[src/rtl/fb_pkg.sv]
// Framebuffer write-side package: geometry, opcodes, controller states and
// a bank-select decode helper shared by the write controller and its
// address generator.
package fb_pkg;

  localparam int FB_WIDTH     = 320;
  localparam int FB_HEIGHT    = 200;
  localparam int FB_ADDR_BITS = 14;
  localparam int FB_BANK_BITS = 2;
  localparam int FB_IDX_BITS  = FB_ADDR_BITS + FB_BANK_BITS;
  localparam int FB_X_BITS    = 9;
  localparam int FB_Y_BITS    = 8;
  localparam int FB_BANKS     = 1 << FB_BANK_BITS;

  localparam logic OP_PLOT = 1'b0;
  localparam logic OP_RECT = 1'b1;

  typedef enum logic [1:0] {
    IDLE  = 2'd0,
    WRITE = 2'd1,
    DONE  = 2'd2
  } fb_state_e;

  // One-hot decode of the bank field of a linear pixel index.
  function automatic logic [FB_BANKS-1:0] bank_onehot(input logic [FB_BANK_BITS-1:0] bank);
    logic [FB_BANKS-1:0] oh;
    oh = '0;
    oh[bank] = 1'b1;
    return oh;
  endfunction

endpackage

[src/rtl/fb_write_ctrl_addr_gen.sv]
// Pixel address generator for rectangle fills.
// Owns the current pixel position (cur_x, cur_y) and the linear index
// idx = cur_y*WIDTH + cur_x. The multiply is done once at load; row
// advances afterwards are purely incremental.
// Ports:
//   clk_i, reset_i     clock and synchronous active-high reset
//   load_i             latch a new (validated) rectangle and seed idx
//   step_i             advance to the next pixel in row-major order
//   x0_i..y1_i         rectangle corners, inclusive (valid only with load_i)
//   idx_o              current linear pixel index
//   last_o             current pixel is the bottom-right corner
module fb_addr_gen
  import fb_pkg::*;
#(
  parameter int WIDTH = FB_WIDTH
) (
  input  logic                   clk_i,
  input  logic                   reset_i,
  input  logic                   load_i,
  input  logic                   step_i,
  input  logic [FB_X_BITS-1:0]   x0_i,
  input  logic [FB_Y_BITS-1:0]   y0_i,
  input  logic [FB_X_BITS-1:0]   x1_i,
  input  logic [FB_Y_BITS-1:0]   y1_i,
  output logic [FB_IDX_BITS-1:0] idx_o,
  output logic                   last_o
);

  localparam logic [FB_IDX_BITS-1:0] WIDTH_W = FB_IDX_BITS'(WIDTH);

  logic [FB_X_BITS-1:0]   x0_q, x0_d;
  logic [FB_X_BITS-1:0]   x1_q, x1_d;
  logic [FB_Y_BITS-1:0]   y1_q, y1_d;
  logic [FB_X_BITS-1:0]   cur_x_q, cur_x_d;
  logic [FB_Y_BITS-1:0]   cur_y_q, cur_y_d;
  logic [FB_IDX_BITS-1:0] idx_q, idx_d;
  // Distance from the last pixel of one row to the first of the next.
  logic [FB_IDX_BITS-1:0] row_adv_q, row_adv_d;

  // Next-state for position, index and the latched rectangle bounds.
  always_comb begin
    x0_d      = x0_q;
    x1_d      = x1_q;
    y1_d      = y1_q;
    cur_x_d   = cur_x_q;
    cur_y_d   = cur_y_q;
    idx_d     = idx_q;
    row_adv_d = row_adv_q;
    if (load_i) begin
      x0_d      = x0_i;
      x1_d      = x1_i;
      y1_d      = y1_i;
      cur_x_d   = x0_i;
      cur_y_d   = y0_i;
      idx_d     = ({{(FB_IDX_BITS-FB_Y_BITS){1'b0}}, y0_i} * WIDTH_W)
                + {{(FB_IDX_BITS-FB_X_BITS){1'b0}}, x0_i};
      row_adv_d = WIDTH_W - {{(FB_IDX_BITS-FB_X_BITS){1'b0}}, (x1_i - x0_i)};
    end else if (step_i) begin
      if (cur_x_q == x1_q) begin
        cur_x_d = x0_q;
        cur_y_d = cur_y_q + 8'd1;
        idx_d   = idx_q + row_adv_q;
      end else begin
        cur_x_d = cur_x_q + 9'd1;
        idx_d   = idx_q + 16'd1;
      end
    end else begin
      idx_d = idx_q;
    end
  end

  // Address generator state registers.
  always_ff @(posedge clk_i) begin
    if (reset_i) begin
      x0_q      <= '0;
      x1_q      <= '0;
      y1_q      <= '0;
      cur_x_q   <= '0;
      cur_y_q   <= '0;
      idx_q     <= '0;
      row_adv_q <= '0;
    end else begin
      x0_q      <= x0_d;
      x1_q      <= x1_d;
      y1_q      <= y1_d;
      cur_x_q   <= cur_x_d;
      cur_y_q   <= cur_y_d;
      idx_q     <= idx_d;
      row_adv_q <= row_adv_d;
    end
  end

  assign idx_o  = idx_q;
  assign last_o = (cur_x_q == x1_q) && (cur_y_q == y1_q);

endmodule

[src/rtl/fb_write_ctrl.sv]
// Framebuffer write controller.
// Accepts PLOT / RECT-fill commands over valid/ready, validates them,
// and drives the write port of the four banked block RAMs with one
// pixel write per cycle in row-major order. With BLANK_ONLY=1 writes are
// held off whenever scan-out is in the visible area.
// Ports:
//   clk, reset                 clock, synchronous active-high reset
//   cmd_valid / cmd_ready      command handshake
//   cmd_op                     0 = PLOT (x0,y0), 1 = RECT (x0,y0)-(x1,y1)
//   cmd_x0..cmd_y1, cmd_color  command fields, latched on acceptance
//   vis_active                 scan-out visible-area flag (stall source)
//   ram_we, ram_addr, ram_din  one-hot bank write enable, address, data
//   busy, done, err            progress, completion pulse, reject pulse
module fb_write_ctrl
  import fb_pkg::*;
#(
  parameter int WIDTH      = FB_WIDTH,
  parameter int HEIGHT     = FB_HEIGHT,
  parameter bit BLANK_ONLY = 1'b0
) (
  input  logic                    clk,
  input  logic                    reset,
  input  logic                    cmd_valid,
  output logic                    cmd_ready,
  input  logic                    cmd_op,
  input  logic [FB_X_BITS-1:0]    cmd_x0,
  input  logic [FB_Y_BITS-1:0]    cmd_y0,
  input  logic [FB_X_BITS-1:0]    cmd_x1,
  input  logic [FB_Y_BITS-1:0]    cmd_y1,
  input  logic                    cmd_color,
  input  logic                    vis_active,
  output logic [FB_BANKS-1:0]     ram_we,
  output logic [FB_ADDR_BITS-1:0] ram_addr,
  output logic                    ram_din,
  output logic                    busy,
  output logic                    done,
  output logic                    err
);

  localparam logic [FB_X_BITS:0] WIDTH_L  = (FB_X_BITS+1)'(WIDTH);
  localparam logic [FB_Y_BITS:0] HEIGHT_L = (FB_Y_BITS+1)'(HEIGHT);

  fb_state_e state_q, state_d;
  logic      color_q, color_d;
  logic      done_q, done_d;
  logic      err_q, err_d;

  logic                   accept_s;
  logic                   bad_s;
  logic                   stall_s;
  logic                   load_s;
  logic                   step_s;
  logic                   last_s;
  logic [FB_X_BITS-1:0]   x1_eff_s;
  logic [FB_Y_BITS-1:0]   y1_eff_s;
  logic [FB_IDX_BITS-1:0] idx_s;

  assign cmd_ready = (state_q == IDLE) && !reset;
  assign accept_s  = cmd_valid && cmd_ready;
  // vis_active is used combinationally so the write enable drops in the
  // very cycle scan-out enters the visible area.
  assign stall_s   = BLANK_ONLY && vis_active;

  // PLOT folds into a 1x1 rectangle; range and ordering checks on the fields.
  always_comb begin
    x1_eff_s = cmd_x1;
    y1_eff_s = cmd_y1;
    if (cmd_op == OP_PLOT) begin
      x1_eff_s = cmd_x0;
      y1_eff_s = cmd_y0;
    end else begin
      x1_eff_s = cmd_x1;
      y1_eff_s = cmd_y1;
    end
    bad_s = ({1'b0, cmd_x0}   >= WIDTH_L)
          | ({1'b0, x1_eff_s} >= WIDTH_L)
          | ({1'b0, cmd_y0}   >= HEIGHT_L)
          | ({1'b0, y1_eff_s} >= HEIGHT_L)
          | (cmd_x0 > x1_eff_s)
          | (cmd_y0 > y1_eff_s);
  end

  // Controller next-state, generator control and completion flags.
  always_comb begin
    state_d = state_q;
    color_d = color_q;
    done_d  = 1'b0;
    err_d   = 1'b0;
    load_s  = 1'b0;
    step_s  = 1'b0;
    case (state_q)
      IDLE: begin
        if (accept_s) begin
          if (bad_s) begin
            // Rejected commands finish immediately and never leave IDLE.
            done_d = 1'b1;
            err_d  = 1'b1;
          end else begin
            state_d = WRITE;
            load_s  = 1'b1;
            color_d = cmd_color;
          end
        end else begin
          state_d = IDLE;
        end
      end
      WRITE: begin
        if (stall_s) begin
          state_d = WRITE;
        end else if (last_s) begin
          state_d = DONE;
          done_d  = 1'b1;
        end else begin
          step_s = 1'b1;
        end
      end
      DONE: begin
        state_d = IDLE;
      end
      default: begin
        state_d = IDLE;
      end
    endcase
  end

  // Controller state and registered status/data outputs.
  always_ff @(posedge clk) begin
    if (reset) begin
      state_q <= IDLE;
      color_q <= 1'b0;
      done_q  <= 1'b0;
      err_q   <= 1'b0;
    end else begin
      state_q <= state_d;
      color_q <= color_d;
      done_q  <= done_d;
      err_q   <= err_d;
    end
  end

  fb_addr_gen #(
    .WIDTH (WIDTH)
  ) u_addr_gen (
    .clk_i   (clk),
    .reset_i (reset),
    .load_i  (load_s),
    .step_i  (step_s),
    .x0_i    (cmd_x0),
    .y0_i    (cmd_y0),
    .x1_i    (x1_eff_s),
    .y1_i    (y1_eff_s),
    .idx_o   (idx_s),
    .last_o  (last_s)
  );

  // Write enable: one bank selected by the top index bits, only while
  // writing and not stalled.
  always_comb begin
    ram_we = '0;
    if ((state_q == WRITE) && !stall_s) begin
      ram_we = bank_onehot(idx_s[FB_IDX_BITS-1:FB_ADDR_BITS]);
    end else begin
      ram_we = '0;
    end
  end

  assign ram_addr = idx_s[FB_ADDR_BITS-1:0];
  assign ram_din  = color_q;
  assign busy     = (state_q == WRITE);
  assign done     = done_q;
  assign err      = err_q;

endmodule

[config.mk]
export PLATFORM = sky130hd
export DESIGN_NAME = fb_write_ctrl
export DESIGN_NICKNAME = d
export VERILOG_FILES = /design/src/rtl/fb_pkg.sv /design/src/rtl/fb_write_ctrl_addr_gen.sv /design/src/rtl/fb_write_ctrl.sv
export SDC_FILE = /design/constraint.sdc
export NUM_CORES = 1
export LEC_CHECK = 0
export CORE_MARGIN = 2
export CORE_UTILIZATION = 25
export DETAILED_ROUTE_END_ITERATION = 16
export PLACE_DENSITY = 0.52
export SLEW_MARGIN = 20
export SYNTH_ARGS = -nofsm -noshare
export SYNTH_HDL_FRONTEND = slang
export SYNTH_SLANG_ARGS = --single-unit
export TNS_END_PERCENT = 50
[constraint.sdc]
create_clock -name clk -period 8.01 [get_ports clk]
set_clock_uncertainty 0.05 [all_clocks]
set_input_delay 2.0025 -clock clk [delete_from_list [all_inputs] [get_ports clk]]
set_output_delay 2.0025 -clock clk [all_outputs]
set_load 0.02 [all_outputs]
# Yosys cells after proc, flatten, opt, wreduce, memory -nomap -nowiden
# Index checks and enable logic that the tools add are counted.
[classes] add_sub_neg=7 multipliers=1 n_lt_le_gt_ge=8 n_eq_ne=5 n_mux=27 bitwise_logic=7 reduce_logical=12
[op_table] operator="two-way mux 16 bit" count=3
[op_table] operator="two-way mux 9 bit" count=4
[op_table] operator="two-way mux 8 bit" count=4
[op_table] operator="greater-or-equal comparator 9 bit (second input constant)" count=2
[op_table] operator="adder 16 x 1 -> 16 bit (second input constant)" count=1
[op_table] operator="adder 16 bit" count=1
[op_table] operator="adder 16 x 9 -> 16 bit" count=1
[op_table] operator="greater-or-equal comparator 8 bit (second input constant)" count=2
[op_table] operator="multiplier 8 x 3 -> 10 bit (second input constant)" count=1
[op_table] operator="subtractor 9 x 9 -> 10 bit (first input constant)" count=1
[op_table] operator="adder 9 x 1 -> 9 bit (second input constant)" count=1
[op_table] operator="equality test 9 bit" count=1
[op_table] operator="> comparator 9 bit" count=1
[op_table] operator="two-way mux 1 bit" count=9
[op_table] operator="subtractor 9 bit" count=1
[op_table] operator="adder 8 x 1 -> 8 bit (second input constant)" count=1
[op_table] operator="equality test 8 bit" count=1
[op_table] operator="> comparator 8 bit" count=1
[op_table] operator="two-way mux 2 bit" count=3
[op_table] operator="bitwise OR 1 bit" count=5
[op_table] operator="logical AND 1 bit" count=4
[op_table] operator="two-way mux 4 bit" count=1
[op_table] operator="one-hot mux 2 bit (2 select lines)" count=1
[op_table] operator="AND reduction 2 bit" count=2
[op_table] operator="13 further kinds" count=15
[word_totals] register_bits=80 input_bits=40 out_inout_bits=23 elab_cells=78

# Logic depth before layout (Yosys ltp)
# Gate-level depths: netlist of run 1.
[logic_depth] word_depth=12 depth_mapped=16 ltp_nobuf=13

# Hierarchy
# Synthesis of run 1 repeated with hierarchy kept, for this count alone.
[hier_totals] cells_unflattened=712 area_unflattened_um2=5798.1
[modules_own_cells] module="fb_addr_gen" instances=1 cells_per_inst=601 area_per_inst_um2=4923.5 seq_area_each_um2=1381.3
[modules_own_cells] module="fb_write_ctrl" instances=1 cells_per_inst=111 area_per_inst_um2=874.6 seq_area_each_um2=100.1

# Least setup slack after synthesis of run 1
# OpenSTA, ideal clock, no wires.
[synth_timing] path_type="input port to output port" startpoint="input reset" endpoint="output cmd_ready" t_arrival_ps=2677 required_time_ps=5957 slack_ps=3280 path_stages=2 path_buffers=1 path_cell_list="clkbuf_1 nor3_1"
[synth_via] elab_chain_len=2
[synth_lines] element="start: declaration" line="fb_write_ctrl.sv:22" text="input logic reset,"
[synth_lines] element="logical NOT 1 bit" line="fb_write_ctrl.sv:58" text="assign cmd_ready = (state_q == IDLE) && !reset;"
[synth_lines] element="logical AND 1 bit" line="fb_write_ctrl.sv:58"
[synth_lines] element="end: declaration" line="fb_write_ctrl.sv:24" text="output logic cmd_ready,"
# No other way between the ends.

# Worst setup path in the final report of run 1
[layout_timing] startpoint="input cmd_op" endpoint="register u_addr_gen.cur_x_q[2]"
[layout_via] elab_chain_len=11 word_cells_on_any_way=16 cone_classes="order compare (4); mux (6); bitwise (5); reduce/logical (1)"
[layout_lines] element="start: declaration" line="fb_write_ctrl.sv:25" text="input logic cmd_op,"
[layout_lines] element="two-way mux 9 bit" line="fb_write_ctrl.sv:68" text="if (cmd_op == OP_PLOT) begin"
[layout_lines] element="greater-or-equal comparator 9 bit" line="fb_write_ctrl.sv:76" text="| ({1'b0, x1_eff_s} >= WIDTH_L)"
[layout_lines] element="bitwise OR 1 bit" line="fb_write_ctrl.sv:76"
[layout_lines] element="bitwise OR 1 bit" line="fb_write_ctrl.sv:77" text="| ({1'b0, cmd_y0} >= HEIGHT_L)"
[layout_lines] element="bitwise OR 1 bit" line="fb_write_ctrl.sv:78" text="| ({1'b0, y1_eff_s} >= HEIGHT_L)"
[layout_lines] element="bitwise OR 1 bit" line="fb_write_ctrl.sv:79" text="| (cmd_x0 > x1_eff_s)"
[layout_lines] element="bitwise OR 1 bit (*)" line="fb_write_ctrl.sv:80" text="| (cmd_y0 > y1_eff_s);"
[layout_lines] element="two-way mux 1 bit (*)" line="fb_write_ctrl.sv:94" text="if (bad_s) begin"
[layout_lines] element="two-way mux 1 bit (*)" line="fb_write_ctrl.sv:93" text="if (accept_s) begin"
[layout_lines] element="two-way mux 1 bit (*)" line="fb_write_ctrl.sv:91" text="case (state_q)"
[layout_lines] element="two-way mux 9 bit / nonzero test 2 bit (equally long branches)"
[layout_lines] element="end signal: assignment" line="fb_write_ctrl_addr_gen.sv:86" text="cur_x_q <= cur_x_d;"
[layout_lines] element="end: declaration" line="fb_write_ctrl_addr_gen.sv:34" text="logic [FB_X_BITS-1:0] cur_x_q, cur_x_d;"
# Mark *: on every way between the ends. The rest lies on a longest branch, timed or not.
# A chain may end at the register's enable or synchronous reset.

==> results of run 1 <==
## flip-flops by register name (all words and copies together) (netlist names)
signal	count
state_q	2
u_addr_gen.x0_q	9
u_addr_gen.cur_x_q	9
ram_din	1
u_addr_gen.idx_o	16
err	1
done	1
u_addr_gen.y1_q	8
u_addr_gen.row_adv_q	10
u_addr_gen.x1_q	9
u_addr_gen.cur_y_q	8
## stage by stage
stage | instances | worst slack [ns]
global route | 1012 | 2.188
detailed placement | 998 | 2.118
global placement | 998 | 2.142
CTS | 1012 | 2.453
floorplan | 699 | 3.280
finish | 1012 | 2.512
## worst max-delay path: cells and delay by family
kind	cells	cell delay (ns)
buffers and inverters	3	1.22
muxes	1	0.37
and+or+nand+nor	1	0.63
AOI/OAI and AO/OA	6	1.11
adders and majority gates	1	0.31
## cell type report
| class | count | share of cell area, % |
|---|---|---|
| Multi-Input combinational cell | 551 | 55.98 |
| Sequential cell | 74 | 22.55 |
| Timing Repair Buffer | 68 | 10.02 |
| Tap cell | 280 | 5.333 |
| Clock buffer | 11 | 3.695 |
| Inverter | 25 | 1.429 |
| Clock inverter | 3 | 0.9905 |
## synth_stat cells (4+ instances only)
master and count:
nand2_1 92, dfxtp_1 74, a21oi_1 60, nor2_1 60, ha_1 44, xnor2_1 35
a211oi_1 28, inv_1 25, o21ai_0 25, clkbuf_1 20, buf_4 18, nor3_1 18
xor2_1 15, nand3_1 13, a21o_1 12, a31oi_1 10, and2_1 10, nand2b_1 10
nand4_1 10, mux2i_1 9, o211ai_1 9, buf_2 7, a311oi_1 6, or3_1 6
and3_1 5, nor3b_1 5, fa_1 4, o22ai_1 4
## power breakdown
part / leakage, nW / internal, mW / switching [mW]
logic: 1.64 / 0.105 / 0.150
registers: 0.597 / 0.375 / 0.00707
clock network: 0.151 / 0.277 / 0.161
total: 2.39 / 0.758 / 0.318
## per-layer routing
| layer | wire (um) | vias to the layer above | track usage (%) | part of all wire [%] |
|---|---|---|---|---|
| li1 | - | 2563 | - | - |
| met5 | 0 | - | 0 | 0 |
| met2 | 6630 | 99 | 20.56 | 42 |
| met3 | 893 | 13 | 2.702 | 5.7 |
| met1 | 7905 | 2281 | 19.21 | 51 |
| met4 | 180 | 0 | 3.880 | 1.2 |
## placed cells by master, fill, tap and decap left out, drive strengths merged, types with 11 or more instances in the layout
master,count
nand2,92
dfxtp,74
a21oi,61
nor2,60
clkdlybuf4s50,60
ha,44
xnor2,36
a211oi,29
o21ai,27
inv,25
nor3,18
xor2,15
nand3,14
a21o,12
nand4,11
clkbuf,11
## cells by family (layout without fill, tap and decap cells)
family	Yosys count	in the layout	share of synthesized area, %
xor gates and xnor gates	51	51	8.207
muxes	15	15	3.052
buffers and inverters	74	107	6.805
AOI/OAI and AO/OA	189	189	22.45
adders and majority gates	48	48	11.40
and+or+nand+nor	248	248	21.32
DFF	74	74	26.77
## worst min-delay path by stage
| stage | startpoint | endpoint | slack [ns] | cells after the start |
|---|---|---|---|---|
| after floorplan | u_addr_gen.row_adv_q[3] | u_addr_gen.row_adv_q[3] | 0.38 | 2 |
| after global placement | u_addr_gen.row_adv_q[4] | u_addr_gen.row_adv_q[4] | 0.39 | 2 |
| after detailed placement | u_addr_gen.row_adv_q[4] | u_addr_gen.row_adv_q[4] | 0.39 | 2 |
| after CTS | u_addr_gen.row_adv_q[4] | u_addr_gen.row_adv_q[4] | 0.40 | 2 |
| after global routing | u_addr_gen.row_adv_q[3] | u_addr_gen.row_adv_q[3] | 0.42 | 2 |
| final | u_addr_gen.row_adv_q[4] | u_addr_gen.row_adv_q[4] | 0.40 | 2 |
==> impl_metrics.py, run 1 <==
metrics = {
    "global_route": {
        "grt_max_degree": 72,
        "grt-ovfl-total": 0,
        "antenna_found_initial": 0,
        "grt_use_total_pct": 13.48,
        "grt_first_pass_wirelength_mm": 25.29,
        "grt_pass1_vias": 4793,
    },
    "clock_network": {
        "cts_tree": "yes",
        "cts_inserted_buffers": 9,
        "numClockSinks": 74,
        "clk_pin_slew_ns": 0.06,
        "clk_root_buffer_cell": "clkbuf_16",
        "post_cts_buffers": 0,
        "post_cts_resized": 0,
        "htree_num_levels": 3,
        "clk_latency_ns": 0.35,
        "ctsHoldBuffers": 0,
        "clock_path_buffers": 2,
    },
    "placed_design": {
        "dpl.hpwl_mm": 11.62,
        "placed_area_um2": 6261,
        "gp_congestion": 0.8223,
        "portBuffers": 61,
    },
    "yosys": {
        "ys_seq_area_share_pct": 26.77,
        "syn_nets": 787,
        "synth_edf_count": 0,
        "synth.top_cell.area_share_pct": 26.77,
        "synthTopCellsByArea": "dfxtp_1 (27%), ha_1 (9.9%), nand2_1 (6.2%), xnor2_1 (5.5%), a21oi_1 (5.4%)",
        "synth_largest_area_cell": "dfxtp_1",
        "synth_area_um2": 5534,
        "synthCells": 699,
        "synth-main-ff-cell": "dfxtp_1",
        "yosys_warnings": 0,
        "synth.distinct_cells": 68,
        "syn_area_per_cell_um2": 7.917,
        "async_reset_ff_share_pct": 0,
        "ys_ff_latch": 74,
    },
    "final_layout": {
        "diodes": 0,
        "ff_latch_area_um2": 1481,
        "post-route-util_pct": 30.19,
        "final_cell_area_um2": 6569,
        "drive_gt1_share_pct": 5.738,
        "area_delta_synth_final_pct": 18.70,
        "finalNetCount": 817,
        "fillers": 2356,
        "multiInputGateArea_um2": 3677,
    },
    "sta": {
        "fmax_ghz": 0.1819,
        "worst_hold_slack_ns": 0.3991,
        "setup_viol": 0,
        "period_needed_ns": 5.498,
        "tns_ns": 0,
        "max_slew_margin_pct": 33.05,
        "slew_violations": 0,
        "rsz0062_at_grt": "false",
        "hold_viol": 0,
        "fin_crit_sh_pct": 68.64,
        "tightest_slew_ns": 0.9965,
    },
    "floorplan": {
        "core-area_um2": 21760,
        "start_util_pct": 25.44,
        "dieArea_um2": 23340,
        "fp.dieH_um": 152.8,
        "placementRows": 54,
        "fp.dieW_um": 152.8,
        "io_pins": 63,
    },
    "flow_run": {
        "cap_violations": 0,
    },
    "power": {
        "finalPower_mw": 1.076,
        "peakVddDrop_mv": 0.07461,
        "power_leakage_nw": 2.388,
        "p_per_area_nw_per_um2": 163.8,
    },
    "critical_path": {
        "worstSetupPathType": "input pin to flip-flop",
        "crit_required_ns": 8.16,
        "cp-start-kind": "input pin",
        "critPathLaunch": "cmd_op",
        "reg2reg_to": "u_addr_gen.idx_o[12]",
        "reg2reg_from": "u_addr_gen.cur_x_q[0]",
        "crit_fanout": 25,
        "cp-endpoint": "u_addr_gen.cur_x_q[2]",
        "crit_chain": "clkdlybuf4s50_1 -> buf_4 -> mux2i_1 -> ha_1 -> a21o_1 -> a21oi_1 -> o2111ai_1 -> a211oi_2 -> nand2_1 -> buf_4 -> o211ai_1 -> a21oi_1",
        "r2r_setup_slack_ns": 3.69,
        "cpPeakStageDelay_ns": 0.63,
        "cpMaxStageDelayCell": "nand2_1",
        "crit_path_end_kind": "flip-flop",
        "crit_arrival_ns": 5.64,
        "r2r_cells": 13,
    },
    "route": {
        "first_pass_iters": 4,
        "drt_iter0_markers": 346,
        "routed_wl_mm": 15.61,
        "routed_via_density": 4.897,
        "drc": 0,
        "vias": 4956,
        "drtAntennaViolNets": 0,
        "wl_per_cell_um": 15.42,
    },
    "run_status": {
        "outcome": "finished clean",
    },
    "worst_hold_path": {
        "worstHoldPathType": "flip-flop to flip-flop",
    },
}
Power figures use the tool's default switching activity.
==> run 2: changes to the inputs <==
clock period = 5.7 ns   (was 8.01 ns; I/O delays follow)
==> impl_metrics.py, run 2 (synthesis gave the netlist of run 1 again) <==
metrics = {
    "sta": {
        "period_needed_ns": 4.785,
        "hold_viol": 0,
        "rsz0062_at_grt": "false",
        "max_slew_margin_pct": 35.33,
        "tns_ns": 0,
        "setup_viol": 0,
        "tightest_slew_ns": 0.9627,
        "fmax_ghz": 0.2090,
        "slew_violations": 0,
        "fin_crit_sh_pct": 83.95,
    },
    "floorplan": {
        "placementRows": 54,
        "dieArea_um2": 23340,
        "fp.dieW_um": 152.8,
        "io_pins": 63,
        "fp.dieH_um": 152.8,
        "core-area_um2": 21760,
        "start_util_pct": 25.44,
    },
    "critical_path": {
        "worstSetupPathType": "input pin to flip-flop",
        "crit_fanout": 14,
        "cp-start-kind": "input pin",
        "reg2reg_to": "u_addr_gen.idx_o[12]",
        "r2r_setup_slack_ns": 1.39,
        "reg2reg_from": "u_addr_gen.cur_x_q[1]",
        "crit_required_ns": 5.92,
        "crit_arrival_ns": 5.01,
        "r2r_cells": 13,
        "crit_path_end_kind": "flip-flop",
    },
    "final_layout": {
        "diodes": 0,
        "fillers": 2357,
        "ff_latch_area_um2": 1481,
        "largest_register_ffs": 16,
        "final_common_cell": "nand2_1",
        "multiInputGateArea_um2": 3677,
        "area_delta_synth_final_pct": 19.47,
        "mostFrequentLayoutCells": "nand2_1 (92), dfxtp_1 (74), nor2_1 (60), a21oi_1 (60), clkdlybuf4s50_1 (60)",
        "finalNetCount": 821,
        "drive_gt1_share_pct": 6.504,
        "final_cells": 1018,
    },
    "clock_network": {
        "post_cts_buffers": 0,
        "htree_num_levels": 3,
        "clock_path_buffers": 2,
        "cts_inserted_buffers": 9,
        "clk_latency_ns": 0.35,
        "cts_tree": "yes",
        "post_cts_resized": 0,
        "ctsHoldBuffers": 0,
        "numClockSinks": 74,
        "clk_root_buffer_cell": "clkbuf_16",
        "clk_pin_slew_ns": 0.06,
    },
    "placed_design": {
        "portBuffers": 61,
        "gp_congestion": 0.7748,
        "numPlacedInstances": 1002,
        "dpl.hpwl_mm": 11.80,
    },
    "route": {
        "routed_wl_mm": 15.75,
        "drc": 0,
        "routed_via_density": 4.909,
        "drt_iter0_markers": 277,
        "vias": 4997,
        "first_pass_iters": 4,
        "drtAntennaViolNets": 0,
        "wl_per_cell_um": 15.47,
    },
    "worst_hold_path": {
        "hold_depth": 2,
        "worstHoldPathType": "flip-flop to flip-flop",
        "min-delay-start": "u_addr_gen.row_adv_q[3]",
        "min_to": "u_addr_gen.row_adv_q[3]",
    },
    "global_route": {
        "grt_use_total_pct": 13.48,
        "grt-ovfl-total": 0,
        "grt_first_pass_wirelength_mm": 25.21,
        "grt_pass1_vias": 4635,
        "grt_max_degree": 72,
        "antenna_found_initial": 0,
    },
    "power": {
        "p_per_area_nw_per_um2": 219.5,
        "peakVddDrop_mv": 0.1208,
        "finalPower_mw": 1.451,
        "power_leakage_nw": 2.407,
    },
    "flow_run": {
        "cap_violations": 0,
    },
    "run_status": {
        "outcome": "finished clean",
    },
}
==> run 2: cell type report <==
type	count	share of cell area, %
multi-input combinational	551	55.62
sequential	74	22.41
timing repair buffer	72	10.98
tap	280	5.299
clock buffer	12	3.880
inverter	25	1.419
clock inverter	4	0.3974
==> run 2: worst max path at each step <==
stage | start | to | slack, ns | cells past startpoint
after global placement | cmd_op | u_addr_gen.idx_o[15] | 0.55 | 12
after CTS | cmd_op | u_addr_gen.idx_o[15] | 0.91 | 12
after global routing | cmd_op | u_addr_gen.idx_o[3] | 0.68 | 12
final | cmd_op | u_addr_gen.idx_o[3] | 0.92 | 11
after detailed placement | cmd_op | u_addr_gen.idx_o[15] | 0.55 | 11
after floorplan | cmd_op | u_addr_gen.row_adv_q[8] | 1.61 | 12
==> run 2: where the power goes <==
| group | internal, mW | leakage (nW) | switching [mW] |
|---|---|---|---|
| logic | 0.151 | 1.67 | 0.206 |
| clock network | 0.318 | 0.139 | 0.238 |
| registers | 0.527 | 0.597 | 0.00988 |
| total | 0.997 | 2.41 | 0.454 |
==> run 2: stage by stage <==
stage               utilization, %  hold WS (ns)  setup WS [ns]  area, um^2
global route                 30.39        0.4184         0.6759        6611
global placement             29.09        0.3848         0.5510        6329
finish                       30.39        0.3979         0.9150        6611
CTS                          30.39        0.3989         0.9069        6611
floorplan                        -        0.3773          1.613        5534
detailed placement           29.09        0.3916         0.5455        6329
==> run 2: per-layer routing <==
metal	share of wire [%]	track usage [%]	vias up
li1	-	-	2571
met1	51	19.70	2301
met2	42	19.69	108
met3	4.8	2.588	17
met4	1.7	4.630	0
met5	0	0	-
==> run 2: critical path, stage by stage <==
cell             delay, ns
clkdlybuf4s50_1       0.90
buf_4                 0.33
mux2_4                0.33
ha_1                  0.35
o2bb2ai_1             0.09
a31o_2                0.24
o21ai_1               0.35
and2_2                0.35
buf_4                 0.24
nand2_1               0.20
a31oi_1               0.17
==> run 3: changes to the inputs <==
clock period = 4.6 ns   (was 5.7 ns; I/O delays follow)
==> impl_metrics.py, run 3 (synthesis gave the netlist of run 1 again) <==
metrics = {
    "clock_network": {
        "ctsHoldBuffers": 0,
        "cts_tree": "yes",
        "clock_path_buffers": 2,
        "post_cts_resized": 0,
        "post_cts_buffers": 0,
        "cts_inserted_buffers": 9,
        "clk_root_buffer_cell": "clkbuf_16",
        "numClockSinks": 74,
        "htree_num_levels": 3,
        "clk_latency_ns": 0.34,
        "clk_pin_slew_ns": 0.06,
    },
    "placed_design": {
        "numPlacedInstances": 1011,
        "gp_congestion": 0.8169,
        "portBuffers": 61,
        "dpl.hpwl_mm": 11.88,
    },
    "floorplan": {
        "fp.dieW_um": 152.8,
        "core-area_um2": 21760,
        "fp.dieH_um": 152.8,
        "io_pins": 63,
        "placementRows": 54,
        "dieArea_um2": 23340,
        "start_util_pct": 25.44,
    },
    "sta": {
        "fmax_ghz": 0.2452,
        "max_slew_margin_pct": 43.68,
        "tightest_slew_ns": 0.8384,
        "setup_viol": 0,
        "rsz0062_at_grt": "false",
        "slew_violations": 0,
        "period_needed_ns": 4.079,
        "hold_viol": 0,
        "tns_ns": 0,
        "worst_hold_slack_ns": 0.3974,
        "fin_crit_sh_pct": 88.67,
    },
    "critical_path": {
        "crit_buf_inv": 4,
        "crit_arrival_ns": 4.21,
        "crit_chain": "clkdlybuf4s50_1 -> buf_12 -> mux2i_1 -> ha_1 -> inv_1 -> fa_1 -> a21o_1 -> a21oi_1 -> xnor2_1 -> nor4b_1 -> buf_4 -> o21ba_2 -> xnor2_1 -> a211oi_1",
        "crit_fanout": 18,
        "crit_required_ns": 4.73,
        "worstSetupPathType": "input pin to flip-flop",
        "cpMaxStageDelayCell": "clkdlybuf4s50_1",
        "crit_path_end_kind": "flip-flop",
        "cpPeakStageDelay_ns": 0.50,
        "critPathTopFamily": "buffers and inverters",
        "cp-start-kind": "input pin",
        "crit_top_cell": "xnor2_1",
    },
    "power": {
        "intPower_mw": 1.339,
        "finalPower_mw": 1.891,
        "power_leakage_nw": 2.468,
        "p_sw_mw": 0.5513,
        "seq_power_share_pct": 35.2,
        "combPwrFrac_pct": 24.4,
        "p_clk_share_pct": 40.4,
        "peakVddDrop_mv": 0.1597,
        "p_per_area_nw_per_um2": 281.2,
        "switching_share_pct": 29.16,
    },
    "global_route": {
        "grt_max_degree": 72,
        "antenna_found_initial": 0,
        "grt-ovfl-total": 0,
        "grt_first_pass_wirelength_mm": 25.56,
        "grt_pass1_vias": 4727,
        "grt_use_total_pct": 13.63,
    },
    "route": {
        "routed_wl_mm": 15.72,
        "drt_iter0_markers": 299,
        "vias": 4968,
        "drtAntennaViolNets": 0,
        "routed_via_density": 4.837,
        "drc": 0,
        "first_pass_iters": 5,
        "wl_per_cell_um": 15.31,
    },
    "final_layout": {
        "diodes": 0,
        "fillers": 2348,
        "post-route-util_pct": 30.90,
        "finalNetCount": 830,
        "final_cells": 1027,
        "area_delta_synth_final_pct": 21.48,
        "drive_gt1_share_pct": 7.229,
        "largest_register_ffs": 16,
        "mostFrequentLayoutCells": "nand2_1 (92), dfxtp_1 (74), nor2_1 (60), a21oi_1 (60), clkdlybuf4s50_1 (60)",
        "final_common_cell": "nand2_1",
    },
    "flow_run": {
        "cap_violations": 0,
    },
    "worst_hold_path": {
        "worstHoldPathType": "flip-flop to flip-flop",
    },
    "run_status": {
        "outcome": "finished clean",
    },
}
==> run 3: cell count changes in the layout (fill, tap and decap cells not counted), sizes merged <==
cell | before | now
buf | 12 | 21
bufinv | 0 | 2
clkbuf | 12 | 14
clkinv | 3 | 0
clkinvlp | 1 | 0
==> run 3: power groups by stage <==
stage	Sequential, mW	Combinational (mW)	Clock (mW)
after floorplan	0.677	0.311	0
after global placement	0.680	0.459	0
after detailed placement	0.680	0.460	0
after CTS	0.666	0.464	0.784
after global routing	0.667	0.513	0.811
final	0.666	0.462	0.763
==> run 3: per-stage QoR <==
| stage | instance area (um^2) | setup WS (ns) |
|---|---|---|
| final | 6723 | 0.5214 |
| after global routing | 6723 | 0.2715 |
| after floorplan | 5534 | 0.5203 |
| after global placement | 6409 | 0.2426 |
| after detailed placement | 6409 | 0.2332 |
| after CTS | 6723 | 0.5347 |
==> run 3: path summary, 6_finish.rpt <==
path | endpoint | cells after the start | slack, ns | start
worst min register to register | u_addr_gen.row_adv_q[3] | 2 | 0.40 | u_addr_gen.row_adv_q[3]
worst min-delay path | u_addr_gen.row_adv_q[3] | 2 | 0.40 | u_addr_gen.row_adv_q[3]
worst max-delay path | u_addr_gen.row_adv_q[8] | 14 | 0.52 | cmd_op
worst max register to register | u_addr_gen.idx_o[12] | 14 | 0.63 | u_addr_gen.cur_x_q[1]
==> run 3: tightest hold or removal path, delay by kind of cell, from the launching register on <==
kind | cells | cell delay (ns)
AOI/OAI and AO/OA | 1 | 0.05
DFF | 1 | 0.30
and+or+nand+nor | 1 | 0.05
==> run 3: final cells by class <==
type	instances	area (um^2)	area share, %
Clock buffer	14	254.0	3.778
Clock inverter	2	60.06	0.8934
Inverter	25	93.84	1.396
Multi-Input combinational cell	551	3677	54.70
Sequential cell	74	1481	22.04
Tap cell	280	350.3	5.211
Timing Repair Buffer	81	805.8	11.99
==> run 3: routing by layer <==
layer / wire [um] / track usage (%) / part of all wire, % / vias to the layer above
met2: 6833 / 20.67 / 43 / 79
met4: 128 / 2.778 / 0.81 / 0
li1: - / - / - / 2596
met3: 578 / 2.816 / 3.7 / 9
met1: 8184 / 19.93 / 52 / 2284
met5: 0 / 0 / 0 / -
